File: src/rtl/operand_seq_4_pkg.sv
// Shared definitions for the operand-entry front end: default sizes and FSM state encoding.
package operand_seq_4_pkg;

    localparam int unsigned N_DEF   = 3;
    localparam int unsigned DEB_DEF = 20;

    typedef enum logic [1:0] {
        S_A    = 2'd0,
        S_B    = 2'd1,
        S_EXEC = 2'd2,
        S_SHOW = 2'd3
    } state_t;

endpackage

File: src/rtl/operand_seq_4_if.sv
// Bus between the operand sequencer and the combinational adder/subtractor stage.
interface operand_seq_4_if #(
    parameter int unsigned N = 3
) ();
    logic [N:0] arith_a;
    logic [N:0] arith_b;
    logic       arith_sub;
    logic [N:0] arith_res;
    logic       arith_cout;
    logic       arith_ovf;

    modport master (
        output arith_a, arith_b, arith_sub,
        input  arith_res, arith_cout, arith_ovf
    );

    modport slave (
        input  arith_a, arith_b, arith_sub,
        output arith_res, arith_cout, arith_ovf
    );
endinterface

File: src/rtl/operand_seq_4_step_debounce.sv
// Button conditioner: 2-flop synchronizer, stability counter and one-cycle pulse
// on each rising edge of the debounced level.
module step_debounce #(
    parameter int unsigned DEB_CYCLES = 20
) (
    input  logic clk,
    input  logic rst,
    input  logic btn_in,
    output logic step
);
    localparam int unsigned CW = (DEB_CYCLES > 2) ? $clog2(DEB_CYCLES) : 1;

    logic          sync1_q, sync2_q;
    logic          level_q, level_d;
    logic          prev_q;
    logic [CW-1:0] cnt_q, cnt_d;

    // Count cycles of disagreement; toggle the level once the count would hit DEB_CYCLES.
    always_comb begin
        level_d = level_q;
        cnt_d   = '0;
        if (sync2_q != level_q) begin
            if (cnt_q == CW'(DEB_CYCLES - 1)) begin
                level_d = ~level_q;
            end else begin
                cnt_d = cnt_q + CW'(1);
            end
        end
    end

    always_ff @(posedge clk or posedge rst) begin
        if (rst) begin
            sync1_q <= 1'b0;
            sync2_q <= 1'b0;
            level_q <= 1'b0;
            prev_q  <= 1'b0;
            cnt_q   <= '0;
        end else begin
            sync1_q <= btn_in;
            sync2_q <= sync1_q;
            level_q <= level_d;
            prev_q  <= level_q;
            cnt_q   <= cnt_d;
        end
    end

    // Decoded purely from flops, so the pulse is glitch-free.
    assign step = level_q & ~prev_q;

endmodule

File: src/rtl/operand_seq_4.sv
// Sequential operand-entry front end: captures A then B on button steps, drives the
// external adder/subtractor and registers its result for display.
module operand_seq_4
    import operand_seq_4_pkg::*;
#(
    parameter int unsigned N          = N_DEF,
    parameter int unsigned DEB_CYCLES = DEB_DEF
) (
    input  logic             clk,
    input  logic             rst,
    input  logic [N:0]       sw,
    input  logic             op_sub,
    input  logic             btn_step,
    operand_seq_4_if.master  arith,
    output logic [N:0]       res,
    output logic             res_cout,
    output logic             res_ovf,
    output logic             result_valid,
    output logic [1:0]       state
);
    logic step_pulse;

    step_debounce #(
        .DEB_CYCLES (DEB_CYCLES)
    ) u_deb (
        .clk    (clk),
        .rst    (rst),
        .btn_in (btn_step),
        .step   (step_pulse)
    );

    state_t     state_q, state_d;
    logic [N:0] a_q, a_d;
    logic [N:0] b_q, b_d;
    logic       op_q, op_d;
    logic [N:0] res_q, res_d;
    logic       cout_q, cout_d;
    logic       ovf_q, ovf_d;
    logic       valid_q, valid_d;

    // Next-state and capture logic; every register holds unless its state acts on it.
    always_comb begin
        state_d = state_q;
        a_d     = a_q;
        b_d     = b_q;
        op_d    = op_q;
        res_d   = res_q;
        cout_d  = cout_q;
        ovf_d   = ovf_q;
        valid_d = valid_q;
        case (state_q)
            S_A: begin
                if (step_pulse) begin
                    a_d     = sw;
                    state_d = S_B;
                end
            end
            S_B: begin
                if (step_pulse) begin
                    b_d     = sw;
                    op_d    = op_sub;
                    state_d = S_EXEC;
                end
            end
            S_EXEC: begin
                res_d   = arith.arith_res;
                cout_d  = arith.arith_cout;
                ovf_d   = arith.arith_ovf;
                valid_d = 1'b1;
                state_d = S_SHOW;
            end
            S_SHOW: begin
                if (step_pulse) begin
                    valid_d = 1'b0;
                    state_d = S_A;
                end
            end
            default: state_d = S_A;
        endcase
    end

    always_ff @(posedge clk or posedge rst) begin
        if (rst) begin
            state_q <= S_A;
            a_q     <= '0;
            b_q     <= '0;
            op_q    <= 1'b0;
            res_q   <= '0;
            cout_q  <= 1'b0;
            ovf_q   <= 1'b0;
            valid_q <= 1'b0;
        end else begin
            state_q <= state_d;
            a_q     <= a_d;
            b_q     <= b_d;
            op_q    <= op_d;
            res_q   <= res_d;
            cout_q  <= cout_d;
            ovf_q   <= ovf_d;
            valid_q <= valid_d;
        end
    end

    assign arith.arith_a   = a_q;
    assign arith.arith_b   = b_q;
    assign arith.arith_sub = op_q;
    assign res             = res_q;
    assign res_cout        = cout_q;
    assign res_ovf         = ovf_q;
    assign result_valid    = valid_q;
    assign state           = state_q;

endmodule

File: src/flat_wrapper.sv
// flat-port wrapper written by rule: the top's interface ports become plain ports
module operand_seq_4_flat import operand_seq_4_pkg::*;
#(
    parameter int unsigned N          = N_DEF,
    parameter int unsigned DEB_CYCLES = DEB_DEF
)
  (clk, rst, sw, op_sub, btn_step, res, res_cout, res_ovf, result_valid, state, arith_arith_a, arith_arith_b, arith_arith_sub, arith_arith_res, arith_arith_cout, arith_arith_ovf);
  operand_seq_4_if #(.N(N)) arith_i ();
  input  logic clk;
  input  logic rst;
  input  logic [N:0] sw;
  input  logic op_sub;
  input  logic btn_step;
  output logic [N:0] res;
  output logic res_cout;
  output logic res_ovf;
  output logic result_valid;
  output logic [1:0] state;
  output wire logic [$bits(arith_i.arith_a)-1:0] arith_arith_a;
  output wire logic [$bits(arith_i.arith_b)-1:0] arith_arith_b;
  output wire logic [$bits(arith_i.arith_sub)-1:0] arith_arith_sub;
  input wire logic [$bits(arith_i.arith_res)-1:0] arith_arith_res;
  input wire logic [$bits(arith_i.arith_cout)-1:0] arith_arith_cout;
  input wire logic [$bits(arith_i.arith_ovf)-1:0] arith_arith_ovf;
  assign arith_arith_a = arith_i.arith_a;
  assign arith_arith_b = arith_i.arith_b;
  assign arith_arith_sub = arith_i.arith_sub;
  assign arith_i.arith_res = arith_arith_res;
  assign arith_i.arith_cout = arith_arith_cout;
  assign arith_i.arith_ovf = arith_arith_ovf;
  operand_seq_4 #(.N(N), .DEB_CYCLES(DEB_CYCLES)) u_core (.clk(clk), .rst(rst), .sw(sw), .op_sub(op_sub), .btn_step(btn_step), .arith(arith_i), .res(res), .res_cout(res_cout), .res_ovf(res_ovf), .result_valid(result_valid), .state(state));
endmodule
File: config.mk
export PLATFORM = sky130hd
export DESIGN_NAME = operand_seq_4_flat
export DESIGN_NICKNAME = d
export VERILOG_FILES = /design/src/rtl/operand_seq_4_pkg.sv /design/src/rtl/operand_seq_4_if.sv /design/src/rtl/operand_seq_4_step_debounce.sv /design/src/rtl/operand_seq_4.sv /design/src/flat_wrapper.sv
export SDC_FILE = /design/constraint.sdc
export NUM_CORES = 1
export LEC_CHECK = 0
export BUFFER_PORTS_ARGS = -buffer_cell sky130_fd_sc_hd__buf_2
export CAP_MARGIN = 30
export CORE_AREA = 2 2 57 59
export DETAILED_ROUTE_END_ITERATION = 10
export DIE_AREA = 0 0 59 61
export SLEW_MARGIN = 5
export SYNTH_ARGS = -nofsm -noshare
export SYNTH_HDL_FRONTEND = slang
export SYNTH_SLANG_ARGS = --single-unit
File: constraint.sdc
create_clock -name clk -period 1.7 [get_ports clk]
set_clock_uncertainty 0.05 [all_clocks]
set_input_delay 0.425 -clock clk [delete_from_list [all_inputs] [get_ports clk]]
set_output_delay 0.425 -clock clk [all_outputs]
set_load 0.01 [all_outputs]
==> results_dict.tcl <==
set metrics [dict create \
    regToRegSetupSlack_ns 0.17 \
    tightest_slew_ns 0.364 \
    drt_iter0_drc 7 \
    synthCells 78 \
    rsz0062_at_grt "false" \
    pin_count 32 \
    clk_path_buf_depth 2 \
    drt_pass1_iterations 2 \
    drv_cap 0 \
    cp.arrival_ns 1.70 \
    end_kind "flip-flop" \
    core_um2 2950 \
    cts-resized-gates 0 \
    die_area_um2 3600 \
    clock_latency_ns 0.31 \
    slew_headroom 0.755 \
    finalCritPeriodShare 0.902 \
    min_period_ns 1.53 \
    fin_cells 146 \
    grt_pass1_wl_um 3130 \
    post_cts_buffers 0 \
    cts_tree "done" \
    place_hpwl_um 1380 \
    avgRoutedWirePerCell_um 12.4 \
    reg2reg_depth 5 \
    fin_ws_ns 0.166 \
    cp.required_ns 1.87 \
    finalHoldViolCount 0 \
    setup_viol_count_final 0 \
    first_global_vias 732 \
    fin_setup_tns_ns 0 \
    synth_cell_types 19 \
    synth_seq_area_share 0.586 \
    p_leak_nw 0.737 \
    rows 20 \
    h-tree-depth 1 \
    cp-start-kind "flip-flop" \
    clkSinkCount 27 \
    area_delta_synth_final_pct 19.7 \
    die_x_um 59 \
    fmax_mhz 652 \
    r2r_start "u_core.state[1]$_DFFE_PP0P_" \
    wl_um 1820 \
    place_congestion 0.696 \
    ys_warn_count 0 \
    nets 134 \
    ctsHoldBuffers 0 \
    pwr_density_cell_nw_per_um2 1230 \
    grt_max_degree 28 \
    num_vias 698 \
    vdd_drop_max_mv 0.574 \
    cts_buffers 3 \
    antenna_found_initial 0 \
    drt_drc_violations_left 0 \
    post-place-cells 142 \
    total_power_w 0.00169 \
    grt_overflow 0 \
    pre_cts_slack_ns 0.190 \
    cp_max_fo 5 \
    dpl_cell_area_um2 1350 \
    syn_avg_cell_area_um2 14.8 \
    design_area_um2 1380 \
    die_h_um 61 \
    path_class "reg -> reg" \
    root_buffer "clkbuf_4" \
    via_per_inst 4.78 \
    hold_path.class "in -> async" \
    status "finished, final reports clean" \
    start_util 0.390 \
    reg2reg_to "u_core.state[1]$_DFFE_PP0P_" \
    drive_above_1_share 0.442 \
    postRouteAntennaNets 0 \
    grt_usage 0.115 \
    cts.reportedPaths.clkPinSlew_ns 0.13 \
    nFillCells 275 \
    maxSlewViolCount 0 \
    portBuffers 31 \
    ys_ff_latch 27 \
    syn_area_um2 1150 \
    antenna_cells 0 \
    syn-num-nets 98 \
]
## per-layer routing
layer,up-vias,share of wire,track usage
met4,0,0.0044,0.00974
li1,331,-,-
met5,-,0,0
met2,24,0.49,0.211
met3,2,0.081,0.0469
met1,341,0.42,0.131
## logic make-up after synthesis
kind of cell             count (synthesis)  share of synthesized area
buffers and inverters                    5                     0.0174
XOR/XNOR                                 4                     0.0304
AND/OR/NAND/NOR                         15                     0.0782
adder cells (fa/ha/maj)                  6                     0.0651
multiplexers                            18                      0.207
AO/OA/AOI/OAI                            3                     0.0152
flip-flops                              27                      0.586
## worst max-delay path by stage
stage / end / startpoint / slack (ns)
final: u_core.state[1]$_DFFE_PP0P_ / u_core.state[1]$_DFFE_PP0P_ / 0.17
after CTS: u_core.state[1]$_DFFE_PP0P_ / u_core.state[1]$_DFFE_PP0P_ / 0.16
after global routing: u_core.state[1]$_DFFE_PP0P_ / u_core.state[1]$_DFFE_PP0P_ / 0.10
after global placement: u_core.state[1]$_DFFE_PP0P_ / u_core.state[1]$_DFFE_PP0P_ / 0.25
after floorplan: u_core.state[1]$_DFFE_PP0P_ / u_core.state[1]$_DFFE_PP0P_ / 0.22
after detailed placement: u_core.state[1]$_DFFE_PP0P_ / u_core.state[1]$_DFFE_PP0P_ / 0.19
## metrics by stage
stage / hold slack [ns] / utilization
after global routing: 0.0863 / 0.467
after CTS: 0.0839 / 0.467
after floorplan: 0.281 / -
after global placement: 0.285 / 0.458
final: 0.0865 / 0.467
after detailed placement: 0.304 / 0.458
## final cells by class
class / count / area (um^2) / share of cell area
Timing Repair Buffer: 32 / 163 / 0.118
Sequential cell: 27 / 676 / 0.490
Multi-Input combinational cell: 46 / 457 / 0.331
Clock buffer: 3 / 22.5 / 0.0163
Tap cell: 33 / 41.3 / 0.0299
Clock inverter: 1 / 5.00 / 0.00363
Inverter: 4 / 15.0 / 0.0109
## cell usage after synthesis (all sizes together)
cell type,n,share of area
dfrtp,27,0.59
mux2,17,0.20
ha,6,0.065
nor2,5,0.018
inv,4,0.013
nand2,3,0.023
a21oi,2,0.0087
and2,2,0.011
nand3,2,0.0087
nor3,2,0.0087
xnor2,2,0.015
xor2,2,0.015
and2b,1,0.0087
buf,1,0.0043
mux2i,1,0.0087
o31ai,1,0.0065
## flip-flops by register name (all words and copies together) (netlist names), 2 cells and up
signal / cells
u_core.arith.arith_a: 4
u_core.arith.arith_b: 4
u_core.res: 4
u_core.state: 2
u_core.u_deb.cnt_q: 5
## power by group
part           switching, W  leakage, nW  internal [W]
Combinational      0.000294        0.393      0.000294
Sequential        0.0000745        0.326      0.000766
Clock              0.000175       0.0177     0.0000880
Total              0.000544        0.737       0.00115
## critical path, cell delays in order (launching register included)
cell and delay, ns:
dfrtp_1 0.44, inv_1 0.10, ha_1 0.24, nor3_1 0.23, nor2_2 0.08, mux2_4 0.29
## cell usage in the layout, fill, tap and decap left out, types with 2 or more instances in the layout
master / n
a21oi_1: 2
clkbuf_4: 3
mux2_4: 10
xor2_1: 2
nor2_1: 4
dfrtp_1: 27
nand2_4: 2
nor3_1: 2
xnor2_1: 2
inv_1: 4
and2_1: 2
nand3_1: 2
mux2_1: 7
buf_2: 31
ha_1: 6
Note: power is estimated with default switching activity, not from simulation.
